### src/rtl/spi_reg_pkg.sv
// Shared constants, state encoding and frame builder for the SPI register master.
// The frame is {rw, addr[6:0], data[7:0]} and is shifted out MSB first.
package spi_reg_pkg;

   localparam int RW_BIT     = 7;
   localparam int FRAME_BITS = 16;

   localparam logic [6:0] REG_FPGA_FW_VERSION = 7'h00;
   localparam logic [6:0] REG_AEROFC_FORCE_BT = 7'h01;

   typedef enum logic [2:0] {
      ST_IDLE,
      ST_SETUP,
      ST_SHIFT,
      ST_HOLD,
      ST_GAP
   } state_t;

   // Reads always carry 0x00 in the data byte, whatever wdata holds.
   function automatic logic [FRAME_BITS-1:0] build_frame(input logic       wr,
                                                         input logic [6:0] addr,
                                                         input logic [7:0] wdata);
      logic [7:0] b0;
      b0         = 8'h00;
      b0[6:0]    = addr;
      b0[RW_BIT] = wr;
      return {b0, (wr ? wdata : 8'h00)};
   endfunction

endpackage

### src/rtl/spi_half_period_tick.sv
// Free-running CLK_DIV down-counter; tick marks the last cycle of each SCLK half-period.
// restart realigns the count so the first half-period after a command is full length.
module spi_half_period_tick #(
   parameter int CLK_DIV = 25
) (
   input  logic clk_core,
   input  logic reset_n,
   input  logic restart,
   output logic tick
);

   localparam int            CW     = (CLK_DIV < 2) ? 1 : $clog2(CLK_DIV);
   localparam logic [CW-1:0] RELOAD = CW'(CLK_DIV - 1);

   if (CLK_DIV < 2) begin : g_bad_div
      $error("spi_half_period_tick: CLK_DIV must be at least 2");
   end

   logic [CW-1:0] cnt_q;
   logic [CW-1:0] cnt_d;

   always_comb begin
      cnt_d = cnt_q - CW'(1);
      if (restart || (cnt_q == '0)) begin
         cnt_d = RELOAD;
      end
   end

   always_ff @(posedge clk_core or negedge reset_n) begin
      if (!reset_n) begin
         cnt_q <= '0;
      end else begin
         cnt_q <= cnt_d;
      end
   end

   assign tick = (cnt_q == '0);

endmodule

### src/rtl/spi_reg_master.sv
// Mode-0 SPI master issuing one 2-byte register read/write per accepted command.
// Phases SETUP, 16 x (high, low), HOLD and GAP each last one CLK_DIV half-period.
module spi_reg_master
   import spi_reg_pkg::*;
#(
   parameter int CLK_DIV = 25
) (
   input  logic       clk_core,
   input  logic       reset_n,
   input  logic       cmd_valid,
   output logic       cmd_ready,
   input  logic       cmd_write,
   input  logic [6:0] cmd_addr,
   input  logic [7:0] cmd_wdata,
   output logic       rsp_valid,
   output logic [7:0] rsp_rdata,
   output logic       busy,
   output logic       spi_sclk,
   output logic       spi_mosi,
   input  logic       spi_miso,
   output logic       spi_ss
);

   state_t                  state_q, state_d;
   logic [FRAME_BITS-1:0]   tx_q, tx_d;
   logic [7:0]              rx_q, rx_d;
   logic [3:0]              bit_q, bit_d;
   logic                    high_q, high_d;
   logic                    sclk_q, sclk_d;
   logic                    ss_q, ss_d;
   logic                    mosi_q, mosi_d;
   logic                    rsp_valid_q, rsp_valid_d;
   logic [7:0]              rdata_q, rdata_d;
   logic                    ready_q, ready_d;
   logic                    busy_q, busy_d;
   logic                    miso_q;
   logic                    accept;
   logic                    tick;
   logic [FRAME_BITS-1:0]   frame;

   assign accept = (state_q == ST_IDLE) && cmd_valid;
   assign frame  = build_frame(cmd_write, cmd_addr, cmd_wdata);

   spi_half_period_tick #(.CLK_DIV(CLK_DIV)) u_tick (
      .clk_core (clk_core),
      .reset_n  (reset_n),
      .restart  (accept),
      .tick     (tick)
   );

   always_comb begin
      state_d     = state_q;
      tx_d        = tx_q;
      rx_d        = rx_q;
      bit_d       = bit_q;
      high_d      = high_q;
      sclk_d      = sclk_q;
      ss_d        = ss_q;
      mosi_d      = mosi_q;
      rsp_valid_d = 1'b0;
      rdata_d     = rdata_q;
      ready_d     = ready_q;
      busy_d      = busy_q;
      case (state_q)
         ST_IDLE: begin
            if (accept) begin
               state_d = ST_SETUP;
               tx_d    = frame;
               mosi_d  = frame[FRAME_BITS-1];
               ss_d    = 1'b0;
               ready_d = 1'b0;
               busy_d  = 1'b1;
               bit_d   = 4'd0;
               high_d  = 1'b0;
            end
         end
         ST_SETUP: begin
            if (tick) begin
               state_d = ST_SHIFT;
               sclk_d  = 1'b1;
               high_d  = 1'b1;
            end
         end
         ST_SHIFT: begin
            if (tick) begin
               if (high_q) begin
                  // Last high-phase cycle: sample, then present the next bit as SCLK falls.
                  rx_d   = {rx_q[6:0], miso_q};
                  sclk_d = 1'b0;
                  high_d = 1'b0;
                  tx_d   = {tx_q[FRAME_BITS-2:0], 1'b0};
                  mosi_d = tx_q[FRAME_BITS-2];
               end else if (bit_q == 4'd15) begin
                  state_d = ST_HOLD;
               end else begin
                  bit_d  = bit_q + 4'd1;
                  sclk_d = 1'b1;
                  high_d = 1'b1;
               end
            end
         end
         ST_HOLD: begin
            if (tick) begin
               state_d     = ST_GAP;
               ss_d        = 1'b1;
               mosi_d      = 1'b0;
               rsp_valid_d = 1'b1;
               rdata_d     = rx_q;
            end
         end
         ST_GAP: begin
            if (tick) begin
               state_d = ST_IDLE;
               ready_d = 1'b1;
               busy_d  = 1'b0;
            end
         end
         default: begin
            state_d = ST_IDLE;
         end
      endcase
   end

   always_ff @(posedge clk_core or negedge reset_n) begin
      if (!reset_n) begin
         state_q     <= ST_IDLE;
         tx_q        <= '0;
         rx_q        <= '0;
         bit_q       <= '0;
         high_q      <= 1'b0;
         sclk_q      <= 1'b0;
         ss_q        <= 1'b1;
         mosi_q      <= 1'b0;
         rsp_valid_q <= 1'b0;
         rdata_q     <= '0;
         ready_q     <= 1'b1;
         busy_q      <= 1'b0;
         miso_q      <= 1'b0;
      end else begin
         state_q     <= state_d;
         tx_q        <= tx_d;
         rx_q        <= rx_d;
         bit_q       <= bit_d;
         high_q      <= high_d;
         sclk_q      <= sclk_d;
         ss_q        <= ss_d;
         mosi_q      <= mosi_d;
         rsp_valid_q <= rsp_valid_d;
         rdata_q     <= rdata_d;
         ready_q     <= ready_d;
         busy_q      <= busy_d;
         miso_q      <= spi_miso;
      end
   end

   assign cmd_ready = ready_q;
   assign rsp_valid = rsp_valid_q;
   assign rsp_rdata = rdata_q;
   assign busy      = busy_q;
   assign spi_sclk  = sclk_q;
   assign spi_mosi  = mosi_q;
   assign spi_ss    = ss_q;

endmodule
### config.mk
export PLATFORM = sky130hd
export DESIGN_NAME = spi_reg_master
export DESIGN_NICKNAME = d
export VERILOG_FILES = /design/src/rtl/spi_reg_pkg.sv /design/src/rtl/spi_half_period_tick.sv /design/src/rtl/spi_reg_master.sv
export SDC_FILE = /design/constraint.sdc
export NUM_CORES = 1
export LEC_CHECK = 0
export ABC_AREA = 1
export BUFFER_PORTS_ARGS = -buffer_cell sky130_fd_sc_hd__clkbuf_2
export CAP_MARGIN = 40
export CORE_MARGIN = 10
export CORE_UTILIZATION = 35
export DETAILED_ROUTE_END_ITERATION = 12
export GPL_TIMING_DRIVEN = 1
export SYNTH_ARGS = -nofsm -noshare
export SYNTH_HDL_FRONTEND = slang
export SYNTH_HIERARCHICAL = 1
export SYNTH_SLANG_ARGS = --single-unit
### constraint.sdc
create_clock -name clk_core -period 1.8 [get_ports clk_core]
set_clock_uncertainty 0.15 [all_clocks]
set_input_delay 0.27 -clock clk_core [delete_from_list [all_inputs] [get_ports clk_core]]
set_output_delay 0.27 -clock clk_core [all_outputs]
set_load 0.1 [all_outputs]
==> results.txt <==
Counting the buffers created by CTS gives 5. Summing over every cut layer, the via total after detailed routing is 2048. The via count of the first global-routing pass was 2055; the maximum clock frequency was 601 MHz. At the end of routability-driven placement, the weighted congestion stood at 0.804. The worst hold path was traced through 5 stages. The floorplan step defined a die boundary enclosing 0.0108 mm^2. The library cell used most frequently in the layout, excluding fill and tap cells, is sky130_fd_sc_hd__nand2_1. The root buffer cell chosen for the clock tree is sky130_fd_sc_hd__clkbuf_8.

The logs give 0 for the overflow left after global routing and 34 for the number of top-level design ports. The required arrival time at the worst endpoint was 1.86 ns; the number of max-slew violations in the final report was 0. For this block, the routed nets add up to 5410 um of wire. Counting every net in the synthesized netlist gives 329. The routed wire length per instance works out to 12.0 um. Across the run, the number of max-cap violations was 0. The die is 104 um wide. The height of the die works out to 104 um. The finished cells cover 0.00298 mm^2.

The insertion delay to the later sink of the worst-skew pair was 0.30 ns; the number of post-CTS setup repair buffers was 0. The clock slew at the register clock pins of the worst setup and hold paths is 0.10 ns, and the final setup violation count is 0. For this configuration, the core starts out at a cell density of 36.2%.

Detailed placement finished with a half-perimeter wire length of 4030 um. The biggest fanout along the worst timing path was 15. The H-tree was split into 2 levels. For the initial antenna violation count, the log shows 0.

The first detailed-routing pass ran for 4 iterations. The tools report the launch instance of the worst register-to-register path as u_tick/cnt_q[0]. The post-route netlist has 24.6% of its cells at a drive strength greater than 1. The hold violation count in the final report came out at 0.

Data on the critical path arrives at its endpoint at 1.72 ns. The logs give 0.00246 mm^2 for the post-synth design cell area and 2 for the maximum clock insertion buffer count. After detailed placement, the design holds a cell count of 440. TritonCTS built the clock tree.

Class of the most critical setup path: flop to flop. 0 antenna diodes ended up in the layout. Headroom to the max-slew limit came out at 63.4%. The library cell occupying the most area in the post-synthesis netlist is sky130_fd_sc_hd__dfrtp_1.

Register-to-register setup slack: 0.14 ns. Detailed router's first-iteration violation count: 88. The first global-routing pass estimated 9570 um of wire. Dividing the final minimum period by the clock period gives 92.4%. The placed instances occupy a cell area of 0.00280 mm^2.

The proportion of synthesized chip area in sequential cells came out at 52.0%. After synthesis, the cell types taking the most area are sky130_fd_sc_hd__dfrtp_1 (50%), sky130_fd_sc_hd__nand2_1 (18%), sky130_fd_sc_hd__nand3_1 (6.3%), sky130_fd_sc_hd__nand2_2 (3.8%), sky130_fd_sc_hd__inv_1 (3.2%). In this run the power density over the cells is 1610 mW/mm^2. For the overall global routing resource usage, the log shows 10.3%. For this run, design rule violations remaining after detail routing come to 0.

The core region is 0.00679 mm^2. The top cell types in the final layout, fill and taps aside, are sky130_fd_sc_hd__nand2_1 (118), sky130_fd_sc_hd__dfrtp_1 (49), sky130_fd_sc_hd__clkbuf_2 (31). For this run, the post-layout net count is 375. The run gives 307 as the post-synthesis cell count. The worst register-to-register path ends at tx_q[2].

Counting flops and latches in the post-synthesis netlist gives 51. The sort of element at the start of the critical path is a flop. Counting I/O delays and the setup requirement, the final critical path takes 1.66 ns. The Yosys step of the flow raised 6 warnings.

Area growth from synthesis to layout: 21.0%. The post-route setup TNS came out at 0 ns. The flow ran to the end, and the final reports show no timing, DRC or antenna violations.

The endpoint of the worst hold-timing path was tx_q[13]. The type of the tightest min-delay check was input pin to flop. The run gives 51 as the number of sinks on the clock net. The quantity of I/O buffers inserted on ports was 33. The worst register-to-register path has a depth of 11.

In this run the remaining antenna-violating nets after routing total 0. The mean post-synth cell area works out to 8.01 um^2. Worst ir drop on vdd: 0.939 mV. The fill cell instance count of the final layout was 705; the share of the synthesized area in the top cell type was 49.8%. The number of different library cells used by synthesis comes to 24.

STA classifies the critical path endpoint as a flop. The initialized floorplan defines 30 standard-cell rows. Entering global routing, the biggest net connects 24 pins. The reported leakage power is 1.55 nW.

The slew at the pin closest to its max-slew limit is 0.552 ns. Dividing the detail-routed via count by the number of cells gives 4.55. The start point of the worst hold path was cmd_addr[5]. Leaving out filler cells and counting taps, the final layout contains 450.
metal layers:
metal | vias up | GRT usage, % | share of wire [%] | wire (um)
li1 | 1056 | - | - | -
met1 | 947 | 12.8 | 48 | 2590
met2 | 38 | 16.8 | 46 | 2510
met3 | 7 | 3.10 | 4.7 | 255
met4 | 0 | 2.98 | 1.0 | 54
met5 | - | 0 | 0 | 0
metrics by stage:
step | utilization (%) | power, mW | hold WS (ns) | worst slack [ns]
final | 43.8 | 4.78 | 0.128 | 0.137
after global routing | 43.8 | 5.18 | 0.152 | -0.00373
after CTS | 43.2 | 4.74 | 0.119 | 0.0440
after detailed placement | 41.2 | 3.89 | 0.117 | 0.0623
after global placement | 41.2 | 3.84 | 0.112 | 0.132
after floorplan | - | 3.40 | -0.176 | 0.0649
logic make-up (layout without fill, tap and decap cells):
| family | count (synthesis) | after routing | share of synthesized area [%] |
|---|---|---|---|
| AOI/OAI and AO/OA | 27 | 27 | 5.49 |
| xor gates and xnor gates | 3 | 3 | 1.07 |
| adders and majority gates | 2 | 2 | 1.02 |
| buffers and inverters | 34 | 81 | 6.41 |
| DFF | 51 | 51 | 52.0 |
| and+or+nand+nor | 190 | 190 | 34.0 |
sequential cells by signal, summed over array words and instances, names as in the netlist:
signal and count:
tx_q 15, rsp_rdata 8, rx_q 8, u_tick/cnt_q 5, bit_q 4, state_q 3, busy 1, cmd_ready 1
high_q 1, miso_q 1, rsp_valid 1, spi_mosi 1, spi_sclk 1, spi_ss 1
power by group:
part | internal (mW) | switching (mW)
Clock | 0.419 | 0.401
Sequential | 1.46 | 0.221
Combinational | 0.732 | 1.55
synthesized netlist by cell type:
cell type / instances
sky130_fd_sc_hd__dfrtp_1: 49
sky130_fd_sc_hd__inv_1: 21
sky130_fd_sc_hd__inv_4: 1
sky130_fd_sc_hd__nor2_1: 15
sky130_fd_sc_hd__inv_2: 3
sky130_fd_sc_hd__nand3_1: 31
sky130_fd_sc_hd__dfstp_2: 2
sky130_fd_sc_hd__o21ai_0: 15
sky130_fd_sc_hd__nand2_1: 118
sky130_fd_sc_hd__o21ai_1: 9
sky130_fd_sc_hd__nor2_4: 1
sky130_fd_sc_hd__nor2_2: 3
sky130_fd_sc_hd__a21oi_1: 3
sky130_fd_sc_hd__nand2_2: 15
sky130_fd_sc_hd__nand2_4: 1
sky130_fd_sc_hd__xnor2_1: 3
sky130_fd_sc_hd__buf_12: 1
sky130_fd_sc_hd__buf_4: 1
sky130_fd_sc_hd__nand3_2: 2
sky130_fd_sc_hd__clkbuf_1: 1
sky130_fd_sc_hd__nand3b_1: 2
sky130_fd_sc_hd__nand4_1: 2
sky130_fd_sc_hd__buf_2: 6
sky130_fd_sc_hd__ha_1: 2
area by class of cell:
type	instances	area (um^2)	area share (%)
Multi-Input combinational cell	222	1050	35.3
Inverter	25	96.3	3.24
Sequential cell	51	1280	43.0
Tap cell	96	120	4.04
Clock buffer	5	68.8	2.31
Clock inverter	3	46.3	1.56
Timing Repair Buffer	48	315	10.6
worst max-delay path, stage by stage (launching register included):
cell and delay (ns):
sky130_fd_sc_hd__dfrtp_1 0.40, sky130_fd_sc_hd__inv_2 0.08, sky130_fd_sc_hd__ha_2 0.19, sky130_fd_sc_hd__nand3_2 0.08
sky130_fd_sc_hd__inv_1 0.09, sky130_fd_sc_hd__inv_2 0.07, sky130_fd_sc_hd__nand2_2 0.08, sky130_fd_sc_hd__nand2_2 0.07
sky130_fd_sc_hd__inv_4 0.11, sky130_fd_sc_hd__nand2_8 0.11, sky130_fd_sc_hd__nand2_1 0.09, sky130_fd_sc_hd__nand2_1 0.05
worst max-delay path by stage:
| stage | start | to | slack [ns] |
|---|---|---|---|
| after floorplan | u_tick/cnt_q[0] | tx_q[3] | 0.06 |
| after detailed placement | u_tick/cnt_q[0] | tx_q[12] | 0.06 |
| after global routing | u_tick/cnt_q[0] | tx_q[7] | -0.004 |
| after CTS | u_tick/cnt_q[0] | rx_q[1] | 0.04 |
| final | u_tick/cnt_q[0] | tx_q[2] | 0.14 |
| after global placement | u_tick/cnt_q[0] | tx_q[0] | 0.13 |
what timing repair did:
| action | 4_1_cts | 5_1_grt |
|---|---|---|
| hold endpoints to repair | 15 | 0 |
| hold buffers | 2 | 0 |
| gates resized for setup | 0 | 16 |
| setup endpoints to repair | 0 | 31 |
Power figures use the tool's default switching activity.
